File: src/rtl/lcd_stream_ctrl.sv
// lcd_stream_ctrl: HD44780 character-LCD controller with power-up init, client FIFO and cursor-tracking line wrap
module lcd_stream_ctrl #(
    parameter int EN_HIGH_CYC    = 20000,
    parameter int EN_LOW_CYC     = 20000,
    parameter int CLEAR_WAIT_CYC = 100000,
    parameter int POWERUP_CYC    = 1000000,
    parameter int COLS           = 16,
    parameter int ROWS           = 2,
    parameter int FIFO_DEPTH     = 4
) (
    input  logic       clk,
    input  logic       rst,
    input  logic       wr_valid,
    output logic       wr_ready,
    input  logic       wr_is_cmd,
    input  logic [7:0] wr_data,
    output logic       busy,
    output logic       cursor_row,
    output logic [5:0] cursor_col,
    output logic [7:0] lcd_data,
    output logic       lcd_rs,
    output logic       lcd_rw,
    output logic       lcd_en,
    output logic       lcd_on,
    output logic [3:0] lcd_state
);
    localparam int AW = $clog2(FIFO_DEPTH);
    typedef enum logic [3:0] {
        POWERUP = 4'd0,
        INIT    = 4'd1,
        IDLE    = 4'd2,
        SETUP   = 4'd3,
        EN_HIGH = 4'd4,
        EN_LOW  = 4'd5,
        WRAP    = 4'd6
    } state_t;
    state_t state, state_n;
    logic [31:0] cnt, cnt_n, low_lim;
    logic [2:0] init_idx, init_idx_n;
    logic cur_init, cur_init_n, rs_n, row_n, push, pop, long_wait;
    logic [7:0] data_n, init_cmd, wrap_cmd;
    logic [5:0] col_n;
    logic [8:0] mem [FIFO_DEPTH];
    logic [AW-1:0] wptr, rptr;
    logic [AW:0] count, count_n;
    assign push      = wr_valid && wr_ready;
    assign pop       = state == IDLE && count != '0;
    assign count_n   = count + {{AW{1'b0}}, push} - {{AW{1'b0}}, pop};
    assign init_cmd  = init_idx == 3'd0 ? 8'h38 : init_idx == 3'd1 ? 8'h0C : init_idx == 3'd2 ? 8'h06 : 8'h01;
    assign wrap_cmd  = (ROWS == 1 || cursor_row) ? 8'h80 : 8'hC0;
    assign long_wait = !lcd_rs && (lcd_data == 8'h01 || lcd_data == 8'h02);
    assign low_lim   = long_wait ? 32'(CLEAR_WAIT_CYC) : 32'(EN_LOW_CYC);
    assign busy      = !(state == IDLE && count == '0);
    assign lcd_en    = state == EN_HIGH;
    assign lcd_rw    = 1'b0;
    assign lcd_on    = 1'b1;
    assign lcd_state = state;
    always_comb begin
        state_n    = state;
        cnt_n      = cnt + 32'd1;
        init_idx_n = init_idx;
        cur_init_n = cur_init;
        data_n     = lcd_data;
        rs_n       = lcd_rs;
        row_n      = cursor_row;
        col_n      = cursor_col;
        case (state)
            POWERUP: if (cnt == 32'(POWERUP_CYC - 1)) begin
                state_n = INIT;
                cnt_n   = '0;
            end
            INIT: begin
                data_n     = init_cmd;
                rs_n       = 1'b0;
                init_idx_n = init_idx + 3'd1;
                cur_init_n = 1'b1;
                state_n    = SETUP;
                cnt_n      = '0;
            end
            IDLE: begin
                cnt_n = '0;
                if (pop) begin
                    data_n     = mem[rptr][7:0];
                    rs_n       = !mem[rptr][8];
                    cur_init_n = 1'b0;
                    state_n    = SETUP;
                end
            end
            SETUP: begin
                cnt_n   = '0;
                state_n = EN_HIGH;
            end
            EN_HIGH: if (cnt == 32'(EN_HIGH_CYC - 1)) begin
                state_n = EN_LOW;
                cnt_n   = '0;
            end
            EN_LOW: if (cnt == low_lim - 32'd1) begin
                cnt_n = '0;
                // the wrap command itself has bit 7 set, so it lands the cursor on the new row, col 0
                if (lcd_rs)
                    col_n = cursor_col + 6'd1;
                else if (long_wait) begin
                    row_n = 1'b0;
                    col_n = '0;
                end else if (lcd_data[7]) begin
                    row_n = ROWS == 1 ? 1'b0 : lcd_data[6];
                    col_n = lcd_data[5:0];
                end
                state_n = cur_init ? (init_idx == 3'd4 ? IDLE : INIT)
                        : (lcd_rs && cursor_col >= 6'(COLS - 1)) ? WRAP : IDLE;
            end
            WRAP: begin
                data_n     = wrap_cmd;
                rs_n       = 1'b0;
                cur_init_n = 1'b0;
                state_n    = SETUP;
                cnt_n      = '0;
            end
            default: state_n = POWERUP;
        endcase
    end
    always_ff @(posedge clk or posedge rst) begin
        if (rst) begin
            state      <= POWERUP;
            cnt        <= '0;
            init_idx   <= '0;
            cur_init   <= 1'b0;
            lcd_data   <= '0;
            lcd_rs     <= 1'b0;
            cursor_row <= 1'b0;
            cursor_col <= '0;
            wptr       <= '0;
            rptr       <= '0;
            count      <= '0;
            wr_ready   <= 1'b0;
        end else begin
            state      <= state_n;
            cnt        <= cnt_n;
            init_idx   <= init_idx_n;
            cur_init   <= cur_init_n;
            lcd_data   <= data_n;
            lcd_rs     <= rs_n;
            cursor_row <= row_n;
            cursor_col <= col_n;
            wptr       <= wptr + AW'(push);
            rptr       <= rptr + AW'(pop);
            count      <= count_n;
            wr_ready   <= count_n != (AW + 1)'(FIFO_DEPTH);
        end
    end
    always_ff @(posedge clk)
        if (push) mem[wptr] <= {wr_is_cmd, wr_data};
endmodule
File: config.mk
export PLATFORM = sky130hd
export DESIGN_NAME = lcd_stream_ctrl
export DESIGN_NICKNAME = d
export VERILOG_FILES = /design/src/rtl/lcd_stream_ctrl.sv
export SDC_FILE = /design/constraint.sdc
export NUM_CORES = 1
export LEC_CHECK = 0
export BUFFER_PORTS_ARGS = -buffer_cell sky130_fd_sc_hd__clkbuf_2
export CAP_MARGIN = 20
export CORE_ASPECT_RATIO = 1.25
export CORE_MARGIN = 1
export CORE_UTILIZATION = 32
export DETAILED_ROUTE_END_ITERATION = 8
export REMOVE_ABC_BUFFERS = 1
export SLEW_MARGIN = 20
export SYNTH_ARGS = -nofsm -noshare
export SYNTH_HDL_FRONTEND = slang
export SYNTH_SLANG_ARGS = --single-unit
File: constraint.sdc
create_clock -name clk -period 2.8 [get_ports clk]
set_input_delay 0.56 -clock clk [delete_from_list [all_inputs] [get_ports clk]]
set_output_delay 0.56 -clock clk [all_outputs]
set_load 0.01 [all_outputs]
# Yosys cells after proc, flatten, opt, wreduce, memory -nomap -nowiden
# Memory sizes are Yosys's and may differ from the RTL's.
# Cells that the tools add are included.
# op_classes
add_sub_neg,8
n_mul,0
div_mod_pow,0
n_lt_le_gt_ge,1
eq_ne,19
shift,0
mux,30
n_bitwise,1
n_reduce_logical,24
# op_table
cell,n
$pmux W32 S4,1
$mux W32,3
$add A32 B1 Y32 const B,1
$eq A32 B15 Y1 const B,1
$eq A32 B20 Y1 const B,1
$eq A32 B32 Y1,1
$mux W6,4
$pmux W4 S6,1
$pmux W8 S3,1
$mux W4,5
$sub A17 B1 Y18 const B,1
$mux W17,1
$eq A4 B3 Y1 const B,3
$mux W3,3
$reduce_bool A3 Y1,3
$eq A4 B2 Y1 const B,2
$eq A8 B1 Y1 const B,1
$eq A8 B2 Y1 const B,1
$mux W8,1
$reduce_and A4 Y1,2
$mux W7,1
$add A6 B1 Y6 const B,1
$ge A6 B4 Y1 const B,1
$logic_not A3 Y1,2
other kinds (25),41
# totals
regBits,64
latchBits,0
ramBits,36
mem_bits_ro,0
in_bits,12
wordCells,96
memories,1
# memory_table
memory,words,width,rd,rd_ports_with_merged_regs,wr,line,source
mem,4,9,1,0,1,43,logic [8:0] mem [FIFO_DEPTH];

# Longest topological paths before layout
# Gate-level depths: netlist (run 1).
# logic_depth
word_depth,8
mapped_depth,12
mapped_depth_nobuf,10

# Worst setup path after synthesis (run 1)
# OpenSTA, ideal clock, no wires.
# synth_timing
path_kind,reg-to-reg
start,register state[1] (netlist: lcd_state[1])
end,register wr_ready
setup_time_ns,0.128
t_arrival_ns,2.307
setup_slack_ns,0.365
stages_incl_launch_ff,13
path_buffers,2
synth_period_minus_slack_ns,2.435
path_cell_list,dfrtp_1 clkbuf_1 nand2b_1 clkbuf_1 nor3_1 ha_1 inv_1 ha_1 inv_1 fa_1 xnor2_1 xnor2_1 nand3b_1
# synth_between
elab_chain_cells,4
# synth_rtl
element,line,source
from (decl),37,"state_t state, state_n;"
from (signal assigned),137,state <= state_n;
$eq A4 B2 Y1,47,assign pop = state == IDLE && count != '0;
$logic_and A1 B1 Y1,47,
$sub A3 B1 Y3,48,"assign count_n = count + {{AW{1'b0}}, push} - {{AW{1'b0}}, pop};"
named net count_n[2],45,"logic [AW:0] count, count_n;"
$ne A3 B3 Y1,148,wr_ready <= count_n != (AW + 1)'(FIFO_DEPTH);
to (signal assigned),148,
to (decl),14,"output logic wr_ready,"
# The timed path passes the listed nets, and every way through them passes these cells.
# A chain may end at the register's enable or synchronous reset.

# Worst setup path in the final report (run 1)
# layout_timing
start,register state[0] (netlist: lcd_state[0])
end,output busy
# layout_between
elab_chain_cells,3
# layout_rtl
element,line,source
$eq A4 B2 Y1,53,assign busy = !(state == IDLE && count == '0);
$logic_and A1 B1 Y1,53,
$logic_not A1 Y1,53,
to (decl),17,"output logic busy,"
# No other way between the ends.

==> results of run 1 <==
==> metrics by stage <==
step,setup slack (ps),std cells,hold slack [ps]
2_1_floorplan,149,402,453
3_3_place_gp,544,660,462
3_5_place_dp,427,660,494
4_1_cts,366,676,250
5_1_grt,234,676,276
6_report,380,676,225
==> per-layer routing <==
metal / up-vias / global-route usage / wire length (um)
li1: 1613 / - / -
met1: 1676 / 0.164 / 4340
met2: 71 / 0.244 / 5630
met3: 15 / 0.0331 / 419
met4: 0 / 0.0567 / 184
met5: - / 0 / 0
==> how the worst min path moves through the flow <==
stage,startpoint,to,slack [ps]
global placement,cnt[0],cnt[0],460
CTS,rst,cnt[4],250
finish,rst,cnt[4],220
detailed placement,cnt[0],cnt[0],490
global route,rst,cnt[2],280
floorplan,cnt[0],cnt[0],450
==> final cells by class <==
type | count | area share
flip-flops and latches | 99 | 0.461
multi-input cells | 285 | 0.379
repair buffers | 46 | 0.0499
clock buffers | 9 | 0.0390
clock inverters | 7 | 0.0139
well taps | 212 | 0.0460
inverters | 18 | 0.0117
==> worst max-delay path, cell delays in order (launching register included) <==
cell and delay [ps]:
dfrtp_1 460, nand2b_1 190, buf_4 180, nor2_1 370, nand2_1 150, clkbuf_2 180
==> cell families (layout without fill, tap and decap cells) <==
group | Yosys count | count (layout) | share of synthesized area
compound gates | 80 | 80 | 0.125
simple gates | 142 | 142 | 0.164
xor+xnor | 37 | 37 | 0.0638
mux | 12 | 12 | 0.0471
fa+ha+maj | 11 | 11 | 0.0286
other cells | 2 | 3 | 0.00148
buf+inv | 38 | 80 | 0.0471
flops | 99 | 99 | 0.523
==> cell usage in the layout (no fill, tap or decap), drive strengths merged, types with 2 or more instances in the layout <==
master / n
dfrtp: 63
a21oi: 45
clkbuf: 42
edfxtp: 36
nand2: 32
nor2: 21
inv: 20
xnor2: 19
xor2: 18
nand3: 16
nor3: 15
buf: 13
nand4: 12
and3: 10
o21ai: 10
ha: 10
mux4: 9
and4: 7
and2: 6
nor3b: 5
a41oi: 5
nand2b: 5
nor4b: 4
nor4: 4
clkinv: 4
conb: 3
nand3b: 2
a22o: 2
a32oi: 2
a21o: 2
o311ai: 2
mux2: 2
o22ai: 2
==> flip-flops by register name, summed over array words and instances (netlist names), 2 cells and up <==
register    cells
lcd_state       3
rptr            2
mem            36
wptr            2
cursor_col      6
cnt            32
init_idx        3
lcd_data        8
count           3
==> synthesized netlist by cell type (7+ instances only) <==
library cell   n
o21ai_0       10
nand2_1       32
ha_1          10
nor2_1        21
nand3_1       15
nand4_1       10
dfrtp_1       63
a21oi_1       15
a21oi_2       30
and3_1        10
mux4_2         9
inv_1         17
nor3_1        13
edfxtp_1      36
clkbuf_1       7
xor2_1        18
xnor2_1       19
==> power groups by stage <==
stage | clock network (mW) | registers (mW) | logic [mW]
after detailed placement | 0 | 1.74 | 0.322
after CTS | 1.29 | 1.72 | 0.325
after global routing | 1.34 | 1.73 | 0.355
after floorplan | 0 | 1.73 | 0.204
final | 1.25 | 1.71 | 0.313
after global placement | 0 | 1.73 | 0.306
==> out/metrics.yaml, run 1 <==
layout:
  finalNetCount: 482
  area_delta_synth_final_pct: 13.6
  fin_area_um2: 5770
  final_util: 0.370
  fillerInstances: 1518
  diodes: 0
  final-seq-area_um2: 2660
  drive_above_1_share: 0.254
  multiInputGateArea_um2: 2180
clock_network:
  post_cts_buffers: 0
  clock_latency_ps: 350
  cts_buffers: 9
  htree_levels: 3
  cts_tree: "done"
  cts_hold_buf: 0
  cts.path.max_buffers: 2
  cts_root_buffer: "clkbuf_16"
  ctsResizeCount: 0
  cts.sinks: 99
  path_clk_slew_ps: 80
sta:
  fin_crit_ps: 2420
  finalMaxSlewViolations: 0
  rsz0062_at_grt: "false"
  fin_skew_ps: 14.4
  fmax_mhz: 413
  worstMarginPinSlew_ps: 734
  hold_violations: 0
  setup_violations: 0
  slew_headroom: 0.508
  setup_tns_ps: 0
  min_period_over_period: 0.864
yosys:
  avgSynthCellArea_um2: 12.1
  synth-main-ff-cell: "dfrtp_1"
  synth.area.top_cells: "dfrtp_1 (31%), edfxtp_1 (21%), a21oi_2 (5.2%)"
  syn_area_um2: 5080
  yosys_warnings: 0
  ys_seq_elements: 99
  async_reset_ff_frac: 0.636
  synthCells: 421
  synth-edff-count: 36
  yosys.area.top_type_share: 0.310
  seq_area_frac_synth: 0.523
  yosysTopAreaCell: "dfrtp_1"
  yosysUniqueCellTypes: 64
worst_setup_path:
  rr_startpoint: "lcd_state[0]"
  path_max_fanout: 8
  ff2ff_path_depth: 10
  critPathLaunchType: "register"
  rrSetupSlack_ps: 430
  crit_path_end_kind: "output port"
  required_ps: 2240
  setup.worst_path.end: "busy"
  r2r_end: "wr_ready"
  worstSetupPathType: "reg -> out"
  worstSetupStartpoint: "lcd_state[0]"
  cp.arrival_ps: 1860
route:
  drt_iter0_drc: 103
  wl_um: 10600
  drc: 0
  viasPerCell: 4.99
  drtPass1Iterations: 4
  vias: 3375
  ant_nets: 0
  wl_per_cell_um: 15.6
placed_design:
  place.port_buffers: 33
  gp_routability_congestion: 0.772
  post_dp_cell_area_um2: 5460
  hpwl_um: 7620
power:
  clkPwrFrac: 0.381
  internal_power_mw: 2.42
  p_seq_frac: 0.523
  p_per_area_nw_per_um2: 568
  combPwrFrac: 0.096
  p_sw_uw: 855
  finalPower_mw: 3.27
  ir_drop_v: 0.000421
  p_leak_nw: 2.32
  p_sw_frac: 0.261
run_status:
  run_status: "complete, no violations"
floorplan:
  die_h_um: 143
  die_w_um: 115
  io_pins: 37
  fp.dieArea_um2: 16400
  coreArea_um2: 15600
  start_util: 0.326
  row_count: 51
job:
  maxCapViolCount: 0
global_routing:
  antenna_found_initial: 0
  grt_pass1_wl_um: 17400
  overflow: 0
  grt_pass1_vias: 3387
  grt_max_degree: 33
  grt_use_total: 0.140
worst_hold_path:
  min_path_type: "in -> async"
Note: power is estimated with default switching activity, not from simulation.
==> inputs of run 2 (changes only) <==
--- a/config.mk
+++ b/config.mk
@@ -9,8 +9,9 @@
 export CAP_MARGIN = 20
 export CORE_ASPECT_RATIO = 1.25
 export CORE_MARGIN = 1
-export CORE_UTILIZATION = 32
+export CORE_UTILIZATION = 59
 export DETAILED_ROUTE_END_ITERATION = 8
+export PLACE_DENSITY = 0.78
 export REMOVE_ABC_BUFFERS = 1
 export SLEW_MARGIN = 20
 export SYNTH_ARGS = -nofsm -noshare
==> constraint.sdc (replaced) <==
create_clock -name clk -period 2.6 [get_ports clk]
set_input_delay 0.52 -clock clk [delete_from_list [all_inputs] [get_ports clk]]
set_output_delay 0.52 -clock clk [all_outputs]
set_load 0.01 [all_outputs]
==> out/metrics.yaml, run 2 (same netlist as run 1, synthesis figures left out) <==
clock_network:
  ctsResizeCount: 0
  cts.sinks: 99
  cts_tree: "done"
  path_clk_slew_ps: 110
  cts_hold_buf: 0
  htree_levels: 3
  cts_buffers: 9
  clock_latency_ps: 370
  post_cts_buffers: 0
  cts_root_buffer: "clkbuf_8"
  cts.path.max_buffers: 2
route:
  drc: 2
  wl_per_cell_um: 18.0
  drtPass1Iterations: 9
  drt_iter0_drc: 263
  viasPerCell: 6.14
  ant_nets: 0
  wl_um: 10200
  vias: 3469
global_routing:
  grt_pass1_wl_um: 17100
  grt_pass1_vias: 3555
  grt_use_total: 0.248
  overflow: 0
  grt_max_degree: 43
  antenna_found_initial: 0
layout:
  largest_reg_flops: 36
  diodes: 0
  drive_above_1_share: 0.261
  final_cell_mix: "dfrtp_1 (63), edfxtp_1 (36), clkbuf_2 (33)"
  regMostFlops: "mem"
  area_delta_synth_final_pct: 9.59
  final_common_cell: "dfrtp_1"
  finalNetCount: 486
  layout.cells.non_filler: 565
  final_util: 0.671
  top_regs: "mem: 36 flops, cnt: 32 flops, lcd_data: 8 flops"
sta:
  finalMaxSlewViolations: 0
  hold-worst-slack_ps: 151
  setup_tns_ps: 0
  hold_violations: 0
  slew_headroom: 0.521
  setup_violations: 0
  rsz0062_at_grt: "false"
  min_period_over_period: 0.901
  fmax_mhz: 427
  fin_crit_ps: 2340
  worstMarginPinSlew_ps: 715
  fin_skew_ps: 15.6
worst_setup_path:
  rrSetupSlack_ps: 320
  crit_chain: "nand2b_1 -> buf_4 -> nor2_1 -> nand2_1 -> clkbuf_2"
  critPathLaunchType: "register"
  worstSetupPathType: "reg -> out"
  path_max_fanout: 8
  slowest_delay_ps: 390
  required_ps: 2080
  slowest_stage: "dfrtp_1"
  cp.arrival_ps: 1820
  crit_path_end_kind: "output port"
run_status:
  run_status: "complete, but fails checks"
  violations: "DRC"
floorplan:
  fp.dieArea_um2: 8980
  die_h_um: 106
  die_w_um: 85.0
  io_pins: 37
  row_count: 37
  coreArea_um2: 8290
  start_util: 0.613
placed_design:
  hpwl_um: 7350
  dp.cells: 549
  place.port_buffers: 33
  gp_routability_congestion: 0.826
power:
  ir_drop_v: 0.000520
  p_per_area_nw_per_um2: 571
  finalPower_mw: 3.18
  p_leak_nw: 2.29
job:
  maxCapViolCount: 0
worst_hold_path:
  min_path_type: "in -> async"
[run 2: power by group]
part	internal, mW	switching (mW)	leakage (nW)	total, mW
registers	1.78	0.0669	1.18	1.85
clock network	0.388	0.605	0.105	0.993
logic	0.141	0.197	1.01	0.338
[run 2: worst paths after layout]
check,end,cells after the start,from
max in group asynchronous,cnt[26],3,rst
min,cnt[5],2,rst
max reg2reg,wr_ready,10,count[1]
max,busy,5,lcd_state[0]
min in group clk,mem[0][5],1,wr_data[5]
min reg2reg,cnt[0],1,cnt[0]
[run 2: stage by stage]
step	setup slack [ps]	instance area, um2
after floorplan	-50.6	4910
after global placement	430	5350
after detailed placement	299	5350
after CTS	256	5560
after global routing	127	5560
final	257	5560
[run 2: layout make-up]
type,instances,area [um2]
Sequential cell,99,2660
Inverter,18,67.6
Multi-Input combinational cell,285,2180
Fill cell,618,2720
Clock buffer,9,124
Clock inverter,7,91.3
Tap cell,97,121
Timing Repair Buffer,50,318
[run 2: critical path, delay by kind of cell, from the launching register on]
family	cells	cell delay [ps]
and+or+nand+nor	3	710
DFF	1	390
buffers and inverters	2	340
[run 2: routing by layer]
metal  part of all wire  up-vias  global-route usage
met2               0.53       84               0.436
met3              0.038       14              0.0399
met5                  0        -                   0
li1                   -     1622                   -
met4              0.018        0               0.109
met1               0.41     1749               0.298
